==> config.mk <==
export PLATFORM = sky130hd
export DESIGN_NAME = ym3812_timer
export DESIGN_NICKNAME = d
export VERILOG_FILES = /design/src/rtl/ym3812_timer.sv
export SDC_FILE = /design/constraint.sdc
export NUM_CORES = 1
export LEC_CHECK = 0
export CORE_MARGIN = 2
export CORE_UTILIZATION = 45
export DETAILED_ROUTE_END_ITERATION = 8
export PLACE_DENSITY = 0.79
export SYNTH_ARGS = -nofsm -noshare
export SYNTH_HDL_FRONTEND = slang
export SYNTH_SLANG_ARGS = --single-unit
==> constraint.sdc <==
create_clock -name clk -period 2.35 [get_ports clk]
set_clock_uncertainty 0.15 [all_clocks]
set_input_delay 0.3525 -clock clk [delete_from_list [all_inputs] [get_ports clk]]
set_output_delay 0.3525 -clock clk [all_outputs]
set_load 0.05 [all_outputs]
==> src/rtl/ym3812_timer.sv <==
// One OPL2 timer: 8-bit up-counter reloaded from a preset on overflow,
// with start/mask control and a sticky overflow flag.
module ym3812_timer (
    input  logic       clk,
    input  logic       rst_l,
    input  logic       tick,
    input  logic       start,
    input  logic       mask,
    input  logic       clr_flag,
    input  logic [7:0] preset,
    output logic       flag
);

    logic [7:0] cnt;
    logic       start_q;
    logic       ovf;

    assign ovf = start && start_q && tick && (cnt == 8'hFF);

    always_ff @(posedge clk or negedge rst_l) begin
        if (!rst_l) begin
            cnt     <= 8'h00;
            start_q <= 1'b0;
        end else begin
            start_q <= start;
            if (start && !start_q) begin
                cnt <= preset;
            end else if (start && tick) begin
                cnt <= (cnt == 8'hFF) ? preset : cnt + 8'd1;
            end
        end
    end

    // A new overflow takes priority over a clear in the same cycle
    always_ff @(posedge clk or negedge rst_l) begin
        if (!rst_l) begin
            flag <= 1'b0;
        end else if (ovf && !mask) begin
            flag <= 1'b1;
        end else if (clr_flag) begin
            flag <= 1'b0;
        end
    end

endmodule

==> results of run 1 <==
-- cells by family after synthesis --
logic type / count (synthesis) / synth area share
simple gates: 23 / 0.2143
buf+inv: 5 / 0.04489
mux: 4 / 0.06531
flops: 10 / 0.4082
fa+ha+maj: 1 / 0.02040
compound gates: 23 / 0.2469
-- routing by layer --
| metal | part of all wire | wire, um | GRT usage | up-vias |
|---|---|---|---|---|
| li1 | - | - | - | 281 |
| met1 | 0.49 | 584 | 0.2226 | 235 |
| met2 | 0.47 | 567 | 0.2617 | 9 |
| met3 | 0.040 | 48 | 0.03261 | 0 |
| met4 | 0 | 0 | 0.05000 | 0 |
| met5 | 0 | 0 | 0 | - |
-- cell usage after synthesis, types with 2 or more instances --
cell type                    n
sky130_fd_sc_hd__a31oi_1     2
sky130_fd_sc_hd__dfrtp_1    10
sky130_fd_sc_hd__nand3_1     6
sky130_fd_sc_hd__nor2_1      3
sky130_fd_sc_hd__a21oi_1     5
sky130_fd_sc_hd__mux2i_1     4
sky130_fd_sc_hd__o21ai_0     5
sky130_fd_sc_hd__nand2_1     5
sky130_fd_sc_hd__inv_1       3
sky130_fd_sc_hd__a2bb2oi_1   2
sky130_fd_sc_hd__o21ai_1     3
sky130_fd_sc_hd__and3_1      2
-- layout make-up --
type                            instances  area share
Tap cell                               15     0.02366
Inverter                                3     0.01420
Timing Repair Buffer                   16      0.1956
Multi-Input combinational cell         51      0.4227
Sequential cell                        10      0.3155
Clock buffer                            3     0.02839
-- cells in the final DEF, fill, tap and decap left out, types with 2 or more instances in the layout --
cell type,Yosys,routed
sky130_fd_sc_hd__a21oi_1,5,5
sky130_fd_sc_hd__a2bb2oi_1,2,2
sky130_fd_sc_hd__a31oi_1,2,2
sky130_fd_sc_hd__and3_1,2,2
sky130_fd_sc_hd__buf_4,0,2
sky130_fd_sc_hd__clkbuf_4,0,3
sky130_fd_sc_hd__clkdlybuf4s50_1,0,14
sky130_fd_sc_hd__dfrtp_1,10,10
sky130_fd_sc_hd__inv_1,3,3
sky130_fd_sc_hd__mux2i_1,4,4
sky130_fd_sc_hd__nand2_1,5,5
sky130_fd_sc_hd__nand3_1,6,6
sky130_fd_sc_hd__nor2_1,3,3
sky130_fd_sc_hd__o21ai_0,5,5
sky130_fd_sc_hd__o21ai_1,3,3
-- flip-flops by register name (all words and copies together), names as in the netlist --
register and cells:
start_q 1, flag 1, cnt 8
-- power groups by stage --
stage,combinational [uW],clock (uW),sequential (uW)
4_1_cts,209,117,284
6_report,207,115,287
3_5_place_dp,208,0,288
5_1_grt,231,128,296
2_1_floorplan,162,0,272
3_3_place_gp,204,0,287
-- stage by stage --
step,area (um2),hold slack (ps)
5_1_grt,793.3,299.3
4_1_cts,793.3,277.3
6_report,793.3,261.4
3_3_place_gp,770.7,359.4
3_5_place_dp,770.7,369.7
2_1_floorplan,613.1,-93.09
-- worst max path at each step --
stage | slack [ps] | start | cells after the start | endpoint
3_5_place_dp | 360 | start | 6 | cnt[3]
2_1_floorplan | 700 | cnt[0] | 6 | cnt[3]
5_1_grt | 380 | flag | 1 | flag
4_1_cts | 440 | flag | 1 | flag
3_3_place_gp | 390 | start | 6 | cnt[3]
6_report | 450 | flag | 1 | flag
==> metrics.md, run 1 <==
| Metric | Value |
|---|---|
| Status | `finished, final reports clean` |
| Total power | `608.6 uW` |
| Antenna violations before repair | `0` |
| Start of the worst register-to-register path | `cnt[0]` |
| Initial DRC count | `9` |
| First-pass GRT wire length | `1849 um` |
| Clock tree from TritonCTS | `built` |
| Post-layout instance count excluding filler cells | `98` |
| Avg WL per Cell | `12.24 um` |
| Effective utilization at floorplan | `0.4771` |
| Layout cell share with drive strength beyond 1 | `0.1084` |
| Detailed-route vias per instance | `5.357` |
| First-pass iteration count of the detailed router | `3` |
| Post-synthesis net count | `81` |
| Fraction of registers with async set or reset after synthesis | `1.000` |
| Y dimension of the die | `40.91 um` |
| Sw Ratio | `0.3497` |
| Max-slew headroom | `0.6727` |
| Ranking of synthesized cells by area | `sky130_fd_sc_hd__dfrtp_1 (41%), sky130_fd_sc_hd__mux2i_1 (6.5%), sky130_fd_sc_hd__nand3_1 (4.9%)` |
| Combinational share of power | `0.340` |
| Synth warn | `0` |
| CP bufs+invs | `1` |
| Number of buffers inserted by post-CTS setup repair | `0` |
| Crit path largest cell delay | `800 ps` |
| #FFs+latches synth | `10` |
| Die outline area | `1674 um2` |
| Crit start category | `register` |
| Kind of path behind the tightest hold check | `in -> async` |
| Final weighted congestion in routability-driven placement | `0.7733` |
| Net switching component of the power | `212.8 uW` |
| Number of gates given a new drive strength after cts | `0` |
| Number of buffers inserted by hold repair at cts | `0` |
| Worst setup slack after layout | `448.8 ps` |
| Placeable core area | `1285 um2` |
| Clock transition at the registers of the reported paths | `70 ps` |
| Reg-to-Reg End | `cnt[3]` |
| Detail Placement HPWL | `901.9 um` |
| Path depth of the worst reg2reg path | `5` |
| Final clock period utilization by the worst path | `0.8090` |
| Portion of synthesized cell area occupied by the leading cell type | `0.4082` |
| Count of H-tree levels built during CTS | `1` |
| Number of flops mapped to enable cells by yosys | `0` |
| CTS root buffer | `sky130_fd_sc_hd__clkbuf_4` |
| Final period demand of the worst path | `1901 ps` |
| Remaining number of nets flagged by the antenna check after routing | `0` |
| Overflow left after global routing | `0` |
| Setup crit end kind | `output pin` |
| Wirelength, routed | `1200 um` |
| Post-synth top flop | `sky130_fd_sc_hd__dfrtp_1` |
| Max rail drop VDD | `0.3678 mV` |
| Leakage | `0.0003235 uW` |
| Synthesis-to-finish area growth | `29.39%` |
| Max-cap violations | `0` |
| Final-layout fill cell count | `108` |
| Count of standard-cell rows | `13` |
| Deepest clock path buffer count | `2` |
| Actual transition at the worst max-transition pin | `489.4 ps` |
| Required time of the critical path | `1850 ps` |
| Count of vias placed by the detailed router | `525` |
| CTS buffer count | `3` |
| Number of setup violations in the final report | `0` |
| Largest area contributor in the netlist | `sky130_fd_sc_hd__dfrtp_1` |
| Sinks on Clock Net | `10` |
| Cell class contributing the biggest share of worst-path delay | `buffers and inverters` |
| Sequential area share after synthesis | `0.4082` |
| Reg2reg setup slack | `610 ps` |
| Internal power consumption | `395.8 uW` |
| Max-slew violation total from the final report | `0` |
| Maximum number of pins on one net before global-route repair | `11` |
| Worst-case setup slack after placement | `357.2 ps` |
| Clk Latency, worst-skew pair | `260 ps` |
| Global routing usage summed across all routing layers | `0.1650` |
| Final hold vios | `0` |
| Number of placed instances, taps included | `95` |
| Post-route setup TNS | `0 ps` |
| DRC Markers | `0` |
| Classification of the worst setup path | `reg -> out` |
| Gate count after technology mapping | `66` |
| Number of port buffers | `14` |
| CP arrival | `1400 ps` |
| Reg power frac | `0.471` |
| Number of nets in the finished design | `100` |
| Max Fclk | `0.5260 GHz` |
| Unrepaired setup endpoints after global routing | `no` |
| Critical Path, Cell by Cell | `clkdlybuf4s50_1` |
| Antenna Cells | `0` |
| Clock power share | `0.189` |
| Post-layout utilization of the core | `0.6173` |
| Sequential Area | `250.2 um2` |
| Maximum fanout along the worst path | `2` |
| Multi-input logic area | `335.3 um2` |
| Number of distinct standard cells referenced by the synthesized netlist | `28` |
| PwrDens | `767.2 nW/um2` |
| Boundary pin count | `15` |
| Via count of the first global-routing pass | `442` |
| Synthesized area per cell | `9.289 um2` |
| Cell Area, Synth | `613.1 um2` |
| Horizontal die dimension | `40.91 um` |
| Crit-path slowest cell | `sky130_fd_sc_hd__clkdlybuf4s50_1` |
(Power assumes the default switching activity.)
==> run 2, diff against run 1 <==
- clock period: 2.35 -> 1.85 ns (I/O delays scaled with it)
==> run 2 against run 1 <==
Effect of this change:
- global-route usage grew 2.4 points
- flip-flop and latch count is the same
- combinational power grew 28%
- cell area grew 0.63%
- non-clock buffer count grew 1
- utilization grew 0.39 points
- register-to-register slack lost 500 ps
- largest power group unchanged
==> metrics.md, run 2 (synthesized netlist as in run 1, its figures left out) <==
| Metric | Value |
|---|---|
| First-pass GRT wire length | `1987 um (+7.5%)` |
| Maximum fanout along the worst path | `8 (+6)` |
| Count of vias placed by the detailed router | `568 (+8.2%)` |
| Count of H-tree levels built during CTS | `1 (unchanged)` |
| Actual transition at the worst max-transition pin | `468.0 ps (-21.38 ps)` |
| DRC Markers | `0 (unchanged)` |
| Most flops, register | `cnt` |
| Met1 track demand over resource in global routing | `0.2375 (+0.01487)` |
| Antenna Cells | `0 (unchanged)` |
| Registers with the most flip-flops | `cnt x8, flag x1, start_q x1` |
| Total power | `784.5 uW (+29%)` |
| Launch point of the critical path | `cnt[0]` |
| Avg WL per Cell | `13.06 um (+6.7%)` |
| Reg power frac | `0.472 (about the same)` |
| Routing usage on met3 | `0.06522 (+0.03261)` |
| Commonest non-fill, non-tap cells in the layout | `sky130_fd_sc_hd__clkdlybuf4s50_1 (13), sky130_fd_sc_hd__dfrtp_1 (10), sky130_fd_sc_hd__nand3_1 (6)` |
| Start of the worst register-to-register path | `cnt[0]` |
| Initial DRC count | `7 (-2)` |
| CTS root buffer | `sky130_fd_sc_hd__clkbuf_4` |
| Clk Latency, worst-skew pair | `260 ps (about the same)` |
| Net switching component of the power | `279.3 uW (+31%)` |
| Most common library cell in the layout ignoring fill and taps | `sky130_fd_sc_hd__clkdlybuf4s50_1` |
| Number of setup violations in the final report | `0 (unchanged)` |
| Kind of path behind the tightest hold check | `in -> async` |
| Post-route setup TNS | `0 ps (unchanged)` |
| Critical Path, Cell by Cell | `ha_1 -> and3_1 -> a21oi_4 -> mux2i_1 -> a2bb2oi_1` |
| Placeable core area | `1285 um2 (unchanged)` |
| Clock transition at the registers of the reported paths | `60 ps (about the same)` |
| Effective utilization at floorplan | `0.4771 (unchanged)` |
| PwrDens | `982.7 nW/um2 (+28%)` |
| Number of gates given a new drive strength after cts | `0 (unchanged)` |
| Internal power consumption | `505.2 uW (+28%)` |
| Crit path largest cell delay | `420 ps (-380 ps)` |
| Y dimension of the die | `40.91 um (unchanged)` |
| Leakage | `0.0003304 uW (+2.1%)` |
| Combinational share of power | `0.338 (-0.002)` |
| Final-layout fill cell count | `111 (+2.8%)` |
| Crit-path slowest cell | `sky130_fd_sc_hd__dfrtp_1` |
| Number of buffers inserted by post-CTS setup repair | `0 (unchanged)` |
| Deepest clock path buffer count | `2 (unchanged)` |
| Number of flip-flops under the largest register name | `8 (unchanged)` |
| Global routing usage summed across all routing layers | `0.1891 (+0.02416)` |
| Maximum number of pins on one net before global-route repair | `11 (unchanged)` |
| Crit start category | `register` |
| Sw Ratio | `0.3560 (+0.006363)` |
| Via count of the first global-routing pass | `438 (-0.90%)` |
| Max-slew headroom | `0.6870 (+0.01430)` |
| Required time of the critical path | `1850 ps (about the same)` |
| Detail Placement HPWL | `943.7 um (+4.6%)` |
| Post-detailed-placement cell area | `775.7 um2 (+0.65%)` |
| CP arrival | `1740 ps (+340 ps)` |
| Worst setup slack after layout | `108.5 ps (-340.3 ps)` |
| Boundary pin count | `15 (unchanged)` |
| Clock power share | `0.190 (about the same)` |
| Remaining number of nets flagged by the antenna check after routing | `0 (unchanged)` |
| Sinks on Clock Net | `10 (unchanged)` |
| Final period demand of the worst path | `1741 ps` |
| Post-layout instance area | `798.3 um2 (+0.63%)` |
| Max rail drop VDD | `0.5584 mV (+52%)` |
| Classification of the worst setup path | `reg -> reg` |
| Unrepaired setup endpoints after global routing | `no` |
| First-pass iteration count of the detailed router | `4 (+1)` |
| Final clock period utilization by the worst path | `0.9413` |
| Final hold vios | `0 (unchanged)` |
| GRT Max-Usage Layer | `met2` |
| Status | `finished, final reports clean` |
| Count of standard-cell rows | `13 (unchanged)` |
| Max-cap violations | `0 (unchanged)` |
| Max-slew violation total from the final report | `0 (unchanged)` |
| Synthesis-to-finish area growth | `30.20%` |
| CTS buffer count | `3 (unchanged)` |
| Setup crit end kind | `register` |
| Antenna violations before repair | `0 (unchanged)` |
| Layout cell share with drive strength beyond 1 | `0.1310 (+0.02252)` |
| Number of port buffers | `14 (unchanged)` |
| Detailed-route vias per instance | `5.737 (+7.1%)` |
| Final weighted congestion in routability-driven placement | `0.7741 (+0.10%)` |
| Max Fclk | `0.5742 GHz` |
| Wirelength, routed | `1293 um (+7.8%)` |
| Die outline area | `1674 um2 (unchanged)` |
| Number of nets in the finished design | `101 (+1.0%)` |
| Number of buffers inserted by hold repair at cts | `0 (unchanged)` |
| Overflow left after global routing | `0 (unchanged)` |
| Horizontal die dimension | `40.91 um (unchanged)` |
| Clock tree from TritonCTS | `built` |
| Worst-case setup slack after placement | `38.66 ps (-318.6 ps)` |
| Routing usage on met2 | `0.2813 (+0.01953)` |
## run 2: cell types whose count changed in the layout (fill, tap and decap cells not counted), sizes merged
cell	previous run	this run
buf	2	4
clkdlybuf4s50	14	13
## run 2: power groups by stage
| stage | combinational, uW | clock [uW] | sequential [uW] |
|---|---|---|---|
| 2_1_floorplan | 206 | 0 | 345 |
| 3_3_place_gp | 260 | 0 | 363 |
| 3_5_place_dp | 266 | 0 | 369 |
| 4_1_cts | 267 | 157 | 364 |
| 5_1_grt | 292 | 168 | 378 |
| 6_report | 265 | 149 | 370 |
## run 2: path summary, 6_finish.rpt
check	endpoint	slack (ps)	depth (start not counted)
max	cnt[7]	110	5
min	flag	180	1
max reg2reg	cnt[7]	110	5
min reg2reg	cnt[0]	380	1
max in group asynchronous	cnt[5]	1050	1
min in group clk	cnt[0]	380	1
## run 2: worst max-delay path, delay by kind of cell, from the launching register on
kind,cells,cell delay [ps]
AOI/OAI and AO/OA,2,360
adders and majority gates,1,240
DFF,1,420
muxes,1,230
and+or+nand+nor,1,230
## run 2: per-layer routing
metal / wire length, um / up-vias
met2: 609 / 16
li1: - / 285
met1: 594 / 265
met4: 12 / 0
met5: 0 / -
met3: 76 / 2
## run 2: per-stage QoR
step / instances / utilization / hold WS (ps)
5_1_grt: 99 / 0.6212 / 213.1
2_1_floorplan: 66 / - / -168.1
4_1_cts: 99 / 0.6212 / 196.9
3_3_place_gp: 96 / 0.6037 / 358.2
3_5_place_dp: 96 / 0.6037 / 367.6
6_report: 99 / 0.6212 / 181.6
## run 2: layout make-up
type	instances	area, um2	share of cell area
Clock buffer	3	22.52	0.02821
Inverter	3	11.26	0.01411
Multi-Input combinational cell	51	335.3	0.4201
Sequential cell	10	250.2	0.3135
Tap cell	15	18.77	0.02351
Timing Repair Buffer	17	160.2	0.2006
